==> src/rtl/dcpu16_mem_arbiter.sv <==
// Shares the single DCPU16 RAM port between the CPU core and a device/DMA master.
// Fixed CPU priority with a starvation guard that forces a device win after MAX_WAIT denials.
module dcpu16_mem_arbiter #(
    parameter int AW       = 16,
    parameter int DW       = 16,
    parameter int RAM_LAT  = 1,
    parameter int MAX_WAIT = 8
) (
    input  logic          clk,
    input  logic          rst_n,

    input  logic          cpu_req,
    input  logic          cpu_we,
    input  logic [AW-1:0] cpu_addr,
    input  logic [DW-1:0] cpu_wdata,
    output logic          cpu_gnt,
    output logic          cpu_rvalid,
    output logic [DW-1:0] cpu_rdata,

    input  logic          dev_req,
    input  logic          dev_we,
    input  logic [AW-1:0] dev_addr,
    input  logic [DW-1:0] dev_wdata,
    output logic          dev_gnt,
    output logic          dev_rvalid,
    output logic [DW-1:0] dev_rdata,

    output logic [AW-1:0] ram_addr,
    output logic          ram_we,
    output logic [DW-1:0] ram_din,
    input  logic [DW-1:0] ram_dout
);

    localparam logic [7:0] WAIT_MAX = 8'(MAX_WAIT);

    typedef enum logic {
        ST_NORMAL    = 1'b0,
        ST_FORCE_DEV = 1'b1
    } state_t;

    state_t               r_state;
    state_t               w_state_nxt;
    logic [7:0]           r_wait_cnt;
    logic [7:0]           w_wait_nxt;
    logic                 w_cpu_gnt;
    logic                 w_dev_gnt;
    logic                 w_rd_issue;
    logic [AW-1:0]        r_last_addr;
    logic [RAM_LAT-1:0]   r_pipe_vld;
    logic [RAM_LAT-1:0]   r_pipe_dev;

    // Grants are gated by rst_n so nothing is issued while reset is held.
    always_comb begin
        w_cpu_gnt   = 1'b0;
        w_dev_gnt   = 1'b0;
        w_state_nxt = r_state;
        w_wait_nxt  = r_wait_cnt;

        if (rst_n) begin
            case (r_state)
                ST_NORMAL: begin
                    w_cpu_gnt = cpu_req;
                    w_dev_gnt = dev_req & ~cpu_req;
                end
                ST_FORCE_DEV: begin
                    w_dev_gnt = dev_req;
                    w_cpu_gnt = cpu_req & ~dev_req;
                end
                default: begin
                    w_cpu_gnt = 1'b0;
                    w_dev_gnt = 1'b0;
                end
            endcase
        end

        if (!dev_req || w_dev_gnt) begin
            w_wait_nxt = 8'd0;
        end else if (r_wait_cnt < WAIT_MAX) begin
            w_wait_nxt = r_wait_cnt + 8'd1;
        end

        case (r_state)
            ST_NORMAL: begin
                if (w_wait_nxt == WAIT_MAX) begin
                    w_state_nxt = ST_FORCE_DEV;
                end
            end
            ST_FORCE_DEV: begin
                if (w_dev_gnt || !dev_req) begin
                    w_state_nxt = ST_NORMAL;
                end
            end
            default: w_state_nxt = ST_NORMAL;
        endcase
    end

    assign cpu_gnt    = w_cpu_gnt;
    assign dev_gnt    = w_dev_gnt;
    assign w_rd_issue = (w_cpu_gnt & ~cpu_we) | (w_dev_gnt & ~dev_we);

    always_comb begin
        ram_addr = r_last_addr;
        ram_we   = 1'b0;
        ram_din  = '0;
        if (w_cpu_gnt) begin
            ram_addr = cpu_addr;
            ram_we   = cpu_we;
            ram_din  = cpu_wdata;
        end else if (w_dev_gnt) begin
            ram_addr = dev_addr;
            ram_we   = dev_we;
            ram_din  = dev_wdata;
        end
    end

    always_ff @(posedge clk or negedge rst_n) begin
        if (!rst_n) begin
            r_state     <= ST_NORMAL;
            r_wait_cnt  <= 8'd0;
            r_last_addr <= '0;
            r_pipe_vld  <= '0;
            r_pipe_dev  <= '0;
        end else begin
            r_state    <= w_state_nxt;
            r_wait_cnt <= w_wait_nxt;
            if (w_cpu_gnt || w_dev_gnt) begin
                r_last_addr <= ram_addr;
            end
            // Return pipe tracks RAM latency; the tail stage lines up with ram_dout.
            r_pipe_vld[0] <= w_rd_issue;
            r_pipe_dev[0] <= w_dev_gnt;
            for (int i = 1; i < RAM_LAT; i++) begin
                r_pipe_vld[i] <= r_pipe_vld[i-1];
                r_pipe_dev[i] <= r_pipe_dev[i-1];
            end
        end
    end

    assign cpu_rvalid = r_pipe_vld[RAM_LAT-1] & ~r_pipe_dev[RAM_LAT-1];
    assign dev_rvalid = r_pipe_vld[RAM_LAT-1] &  r_pipe_dev[RAM_LAT-1];
    assign cpu_rdata  = ram_dout;
    assign dev_rdata  = ram_dout;

endmodule

==> config.mk <==
export PLATFORM = sky130hd
export DESIGN_NAME = dcpu16_mem_arbiter
export DESIGN_NICKNAME = d
export VERILOG_FILES = /design/src/rtl/dcpu16_mem_arbiter.sv
export SDC_FILE = /design/constraint.sdc
export NUM_CORES = 1
export LEC_CHECK = 0
export BUFFER_PORTS_ARGS = -buffer_cell sky130_fd_sc_hd__buf_2
export CORE_MARGIN = 2
export CORE_UTILIZATION = 35
export DETAILED_ROUTE_END_ITERATION = 6
export GPL_TIMING_DRIVEN = 0
export PLACE_DENSITY = 0.79
export SYNTH_ARGS = -nofsm -noshare
export SYNTH_HDL_FRONTEND = slang
export SYNTH_SLANG_ARGS = --single-unit
export TNS_END_PERCENT = 30
==> constraint.sdc <==
create_clock -name clk -period 2 [get_ports clk]
set_input_delay 0.2 -clock clk [delete_from_list [all_inputs] [get_ports clk]]
set_output_delay 0.2 -clock clk [all_outputs]
set_load 0.01 [all_outputs]
== Word-level counts from Yosys, hierarchy flattened ==
Index checks and enable logic that the tools add are counted.

* $add $sub $neg: 1
* Magnitude comparators: 1
* Equal/unequal tests: 1
* Mux-type cells: 15
* Bitwise operators: 13
* Reductions and logical operators: 3

{| class="wikitable"
|+ Operators with widths
! kind !! number
|-
| two-way mux 16 bit || 4
|-
| two-way mux 8 bit || 2
|-
| adder 8 x 1 -> 8 bit (second input constant) || 1
|-
| equality test 8 x 4 -> 1 bit (second input constant) || 1
|-
| < comparator 8 x 4 -> 1 bit (second input constant) || 1
|-
| bitwise AND 1 bit || 6
|-
| two-way mux 1 bit || 6
|-
| inverter 1 bit || 6
|-
| one-hot mux 1 bit (2 select lines) || 3
|-
| logical OR 1 bit || 2
|-
| zero test 1 bit || 1
|-
| bitwise OR 1 bit || 1
|}

* Register bits: 27
* Input bits: 86
* Output and inout port bits: 69
* Logic and storage cells: 39

== Logic depth before layout (Yosys ltp) ==
* Word-level depth: 9
* Depth in mapped cells: 6
* Gate-level depth less buffers: 5

== Worst setup path before layout ==
Ideal clock, no wire load.

* Path type: register to output
* Start: reg r_state
* End: out ram_addr[14]
* Data arrival time: 1.278 ns
* Data required time: 1.800 ns
* Setup slack: 0.522 ns
* Cell stages (with the launch flop): 7
* Buffers on the path: 2
* Path through: dfrtp_1 nand2b_1 and3_1 clkbuf_1 buf_2 a22oi_1 nand2_1

* Word-level cells in the longest chain between the ends: 5
* Elaborated cells between the ends (all ways): 7

{| class="wikitable"
|+ RTL lines
! what !! line !! text
|-
| start: declaration || 41 || <nowiki>state_t r_state;</nowiki>
|-
| start signal: assignment || 124 || <nowiki>r_state <= w_state_nxt;</nowiki>
|-
| inverter 1 bit || 60 || <nowiki>case (r_state)</nowiki>
|-
| one-hot mux 1 bit (2 select lines) || 60 ||
|-
| two-way mux 1 bit || 59 || <nowiki>if (rst_n) begin</nowiki>
|-
| two-way mux 16 bit || 109 || <nowiki>end else if (w_dev_gnt) begin</nowiki>
|-
| two-way mux 16 bit (*) || 105 || <nowiki>if (w_cpu_gnt) begin</nowiki>
|-
| end: declaration || 28 || <nowiki>output logic [AW-1:0] ram_addr,</nowiki>
|}

Mark *: on every way between the ends. The rest lies on a longest branch, timed or not.

== Final worst setup path ==
* Start: reg r_state
* End: out ram_addr[11]

The elaborated chain is that of the path after synthesis.

==> flow_summary.ini <==
[run_status]
status = finished clean

[grt]
grt_use_total_pct = 15.9
antenna_found_initial = 0
grt_pass1_wl_mm = 6.73
gr-total-overflow = 0
grt_pass1_vias = 1602
grt_start_max_net_pins = 28

[clocking]
clkTransAtPathRegs_ns = 0.09
clk_latency_ns = 0.26
htreeDepth = 1
clock-sinks = 27
cts.root.buffer_cell = clkbuf_8
numCtsBuffers = 3
clockBufferDepth = 2
cts_tree = built
post-cts-setup-buffers = 0

[critical_path]
r2r_setup_slack_ns = 0.40
r2r-end = r_state
reg2reg_from = r_wait_cnt[7]
crit_path_start_kind = flip-flop
cp_max_fo = 10
end_kind = output pin
r2r.worst_path.cells = 4
path_class = flip-flop to output pin
required_ns = 1.80
arrival_ns = 1.68

[finish]
n_fill_cell = 426
nNetsFinal = 423
design_area_mm2 = 0.00252
final_core_util_pct = 54.0
diodes = 0
layout-drive-gt1-share_pct = 56.1
seq_area_um2 = 676
multi_input_area_um2 = 713
area_growth_pct = 50.8

[floorplan]
initial_core_util_pct = 35.8
die_x_um = 73.1
core_area_mm2 = 0.00466
pin_count = 155
die_height_um = 73.1
rows = 25
dieArea_mm2 = 0.00534

[sta]
post-route-period-util_pct = 94.0
fmax_mhz = 532
tightest_slew_ns = 0.546
relSlewSlack_pct = 63.3
setup_tns_ns = 0
setup_viol = 0
fin_skew_ns = 0.00258
period_needed_ns = 1.88
rsz0062_at_grt = yes
slew_viol_final = 0
final-hold-violation-count = 0

[synth]
synthFlopType = dfrtp_1
ys_async_sr_fraction_pct = 100
syn_nets = 280
ys_seq_elements = 27
yosysWarnings = 0
yosys-top-cells-area = dfrtp_1 (40%), buf_4 (14%), nand2_1 (12%)
synth_edf_count = 0
synth_cell_types = 29
synth_cells = 193
synth_area_leader_cell = dfrtp_1
synth_area_mm2 = 0.00167
ys_seq_area_share_pct = 40.4
synth.top_cell.area_share_pct = 40.4
syn_avg_cell_area_um2 = 8.65

[drt]
via_per_inst = 4.74
drc = 0
wl_per_cell_um = 11.8
vias = 1844
detail_route.wirelength_mm = 4.58
drt_iter0_markers = 108
first_pass_iters = 4
ant_nets = 0

[power_and_ir_drop]
p_leak_nw = 1.55
worst_ir_drop_vdd_v = 0.000267
power_w = 0.00136
powerDensity_mw_per_mm2 = 540

[placed_design]
dpl_cell_area_mm2 = 0.00243
dp_hpwl_mm = 3.63
io_buffers = 138
gp_congestion = 0.787

[hold_path]
hp-start = dev_we
min_to = r_pipe_vld
hold_depth = 2
hold_path_class = primary input to flip-flop

[flow_run]
cap_violations = 0
-- cell usage after synthesis, types with 2 or more instances --
cell type	number
nand2_1	53
buf_4	32
dfrtp_1	27
a22o_1	17
a22oi_1	16
buf_2	6
nor2_1	6
and3_1	5
inv_1	4
clkbuf_1	3
nor3_1	3
a21oi_1	2
a31oi_1	2
xnor2_1	2
-- per-layer routing --
metal | routed length (um) | share of wire (%) | vias to the layer above | track usage (%)
met5 | 0 | 0 | - | 0
met4 | 48 | 1.0 | 0 | 5.97
met3 | 339 | 7.4 | 4 | 0.691
met2 | 2430 | 53 | 93 | 29.2
met1 | 1770 | 39 | 826 | 19.5
li1 | - | - | 921 | -
-- area by class of cell --
cell class,instances,share of cell area [%]
buffer,39,11.1
clock buffer,4,1.79
inverter,4,0.596
multi-input combinational,121,28.3
sequential,27,26.8
tap,54,2.68
timing repair buffer,140,28.7
-- registers in the layout, summed over array words and instances, names as in the netlist --
register / count
r_pipe_dev: 1
r_wait_cnt: 8
r_last_addr: 16
r_pipe_vld: 1
r_state: 1
-- worst max-delay path by stage --
| stage | startpoint | endpoint | slack, ns | depth (start not counted) |
|---|---|---|---|---|
| after floorplan | r_state | ram_addr[14] | 0.52 | 6 |
| after global placement | rst_n | ram_addr[10] | -0.25 | 7 |
| after detailed placement | rst_n | ram_addr[11] | -0.27 | 7 |
| after CTS | r_state | ram_addr[11] | 0.0006 | 6 |
| after global routing | r_state | ram_addr[9] | -0.02 | 6 |
| final | r_state | ram_addr[11] | 0.12 | 6 |
-- critical path: stages, from the launching register on --
cell and delay [ns]:
dfrtp_1 0.36, nand2_1 0.07, and3_2 0.29, clkbuf_4 0.22
a22oi_1 0.24, nand2_1 0.08, buf_2 0.14
-- kinds of logic after synthesis --
family,Yosys count,share of synthesized area [%]
flip-flops,27,40.4
adder cells (fa/ha/maj),1,0.749
AND/OR/NAND/NOR,75,19.3
buffers and inverters,45,17.8
AO/OA/AOI/OAI,42,20.2
XOR/XNOR,3,1.57
-- layout by cell type, fill, tap and decap left out, types with 2 or more instances in the layout --
cell,instances
nand2_1,53
clkbuf_1,2
clkbuf_4,2
a22oi_1,15
a22o_1,17
xnor2_1,2
dfrtp_1,27
a21oi_1,2
clkbuf_8,3
buf_2,141
buf_4,33
inv_1,4
and3_1,3
and3_2,2
nor3_1,3
a31oi_1,2
nor2_1,6
-- where the power goes --
part / switching [W] / internal, W / total, W
logic: 0.000222 / 0.000226 / 0.000449
clock network: 0.000161 / 0.000142 / 0.000304
registers: 0.0000161 / 0.000592 / 0.000608
-- what timing repair did --
item	CTS	global route
gates resized for setup	2	6
hold buffers	2	0
pin swaps	0	0
hold endpoints to repair	27	0
endpoints found under the setup margin	35	27
-- through the flow --
step / worst slack (ns) / std cells / hold slack (ns)
floorplan: 0.522 / 193 / -0.0956
detailed placement: -0.273 / 385 / 0.275
finish: 0.121 / 389 / 0.122
global placement: -0.247 / 385 / 0.269
CTS: 0.000599 / 389 / 0.122
global route: -0.0228 / 389 / 0.131
Note: power is estimated with default switching activity, not from simulation.
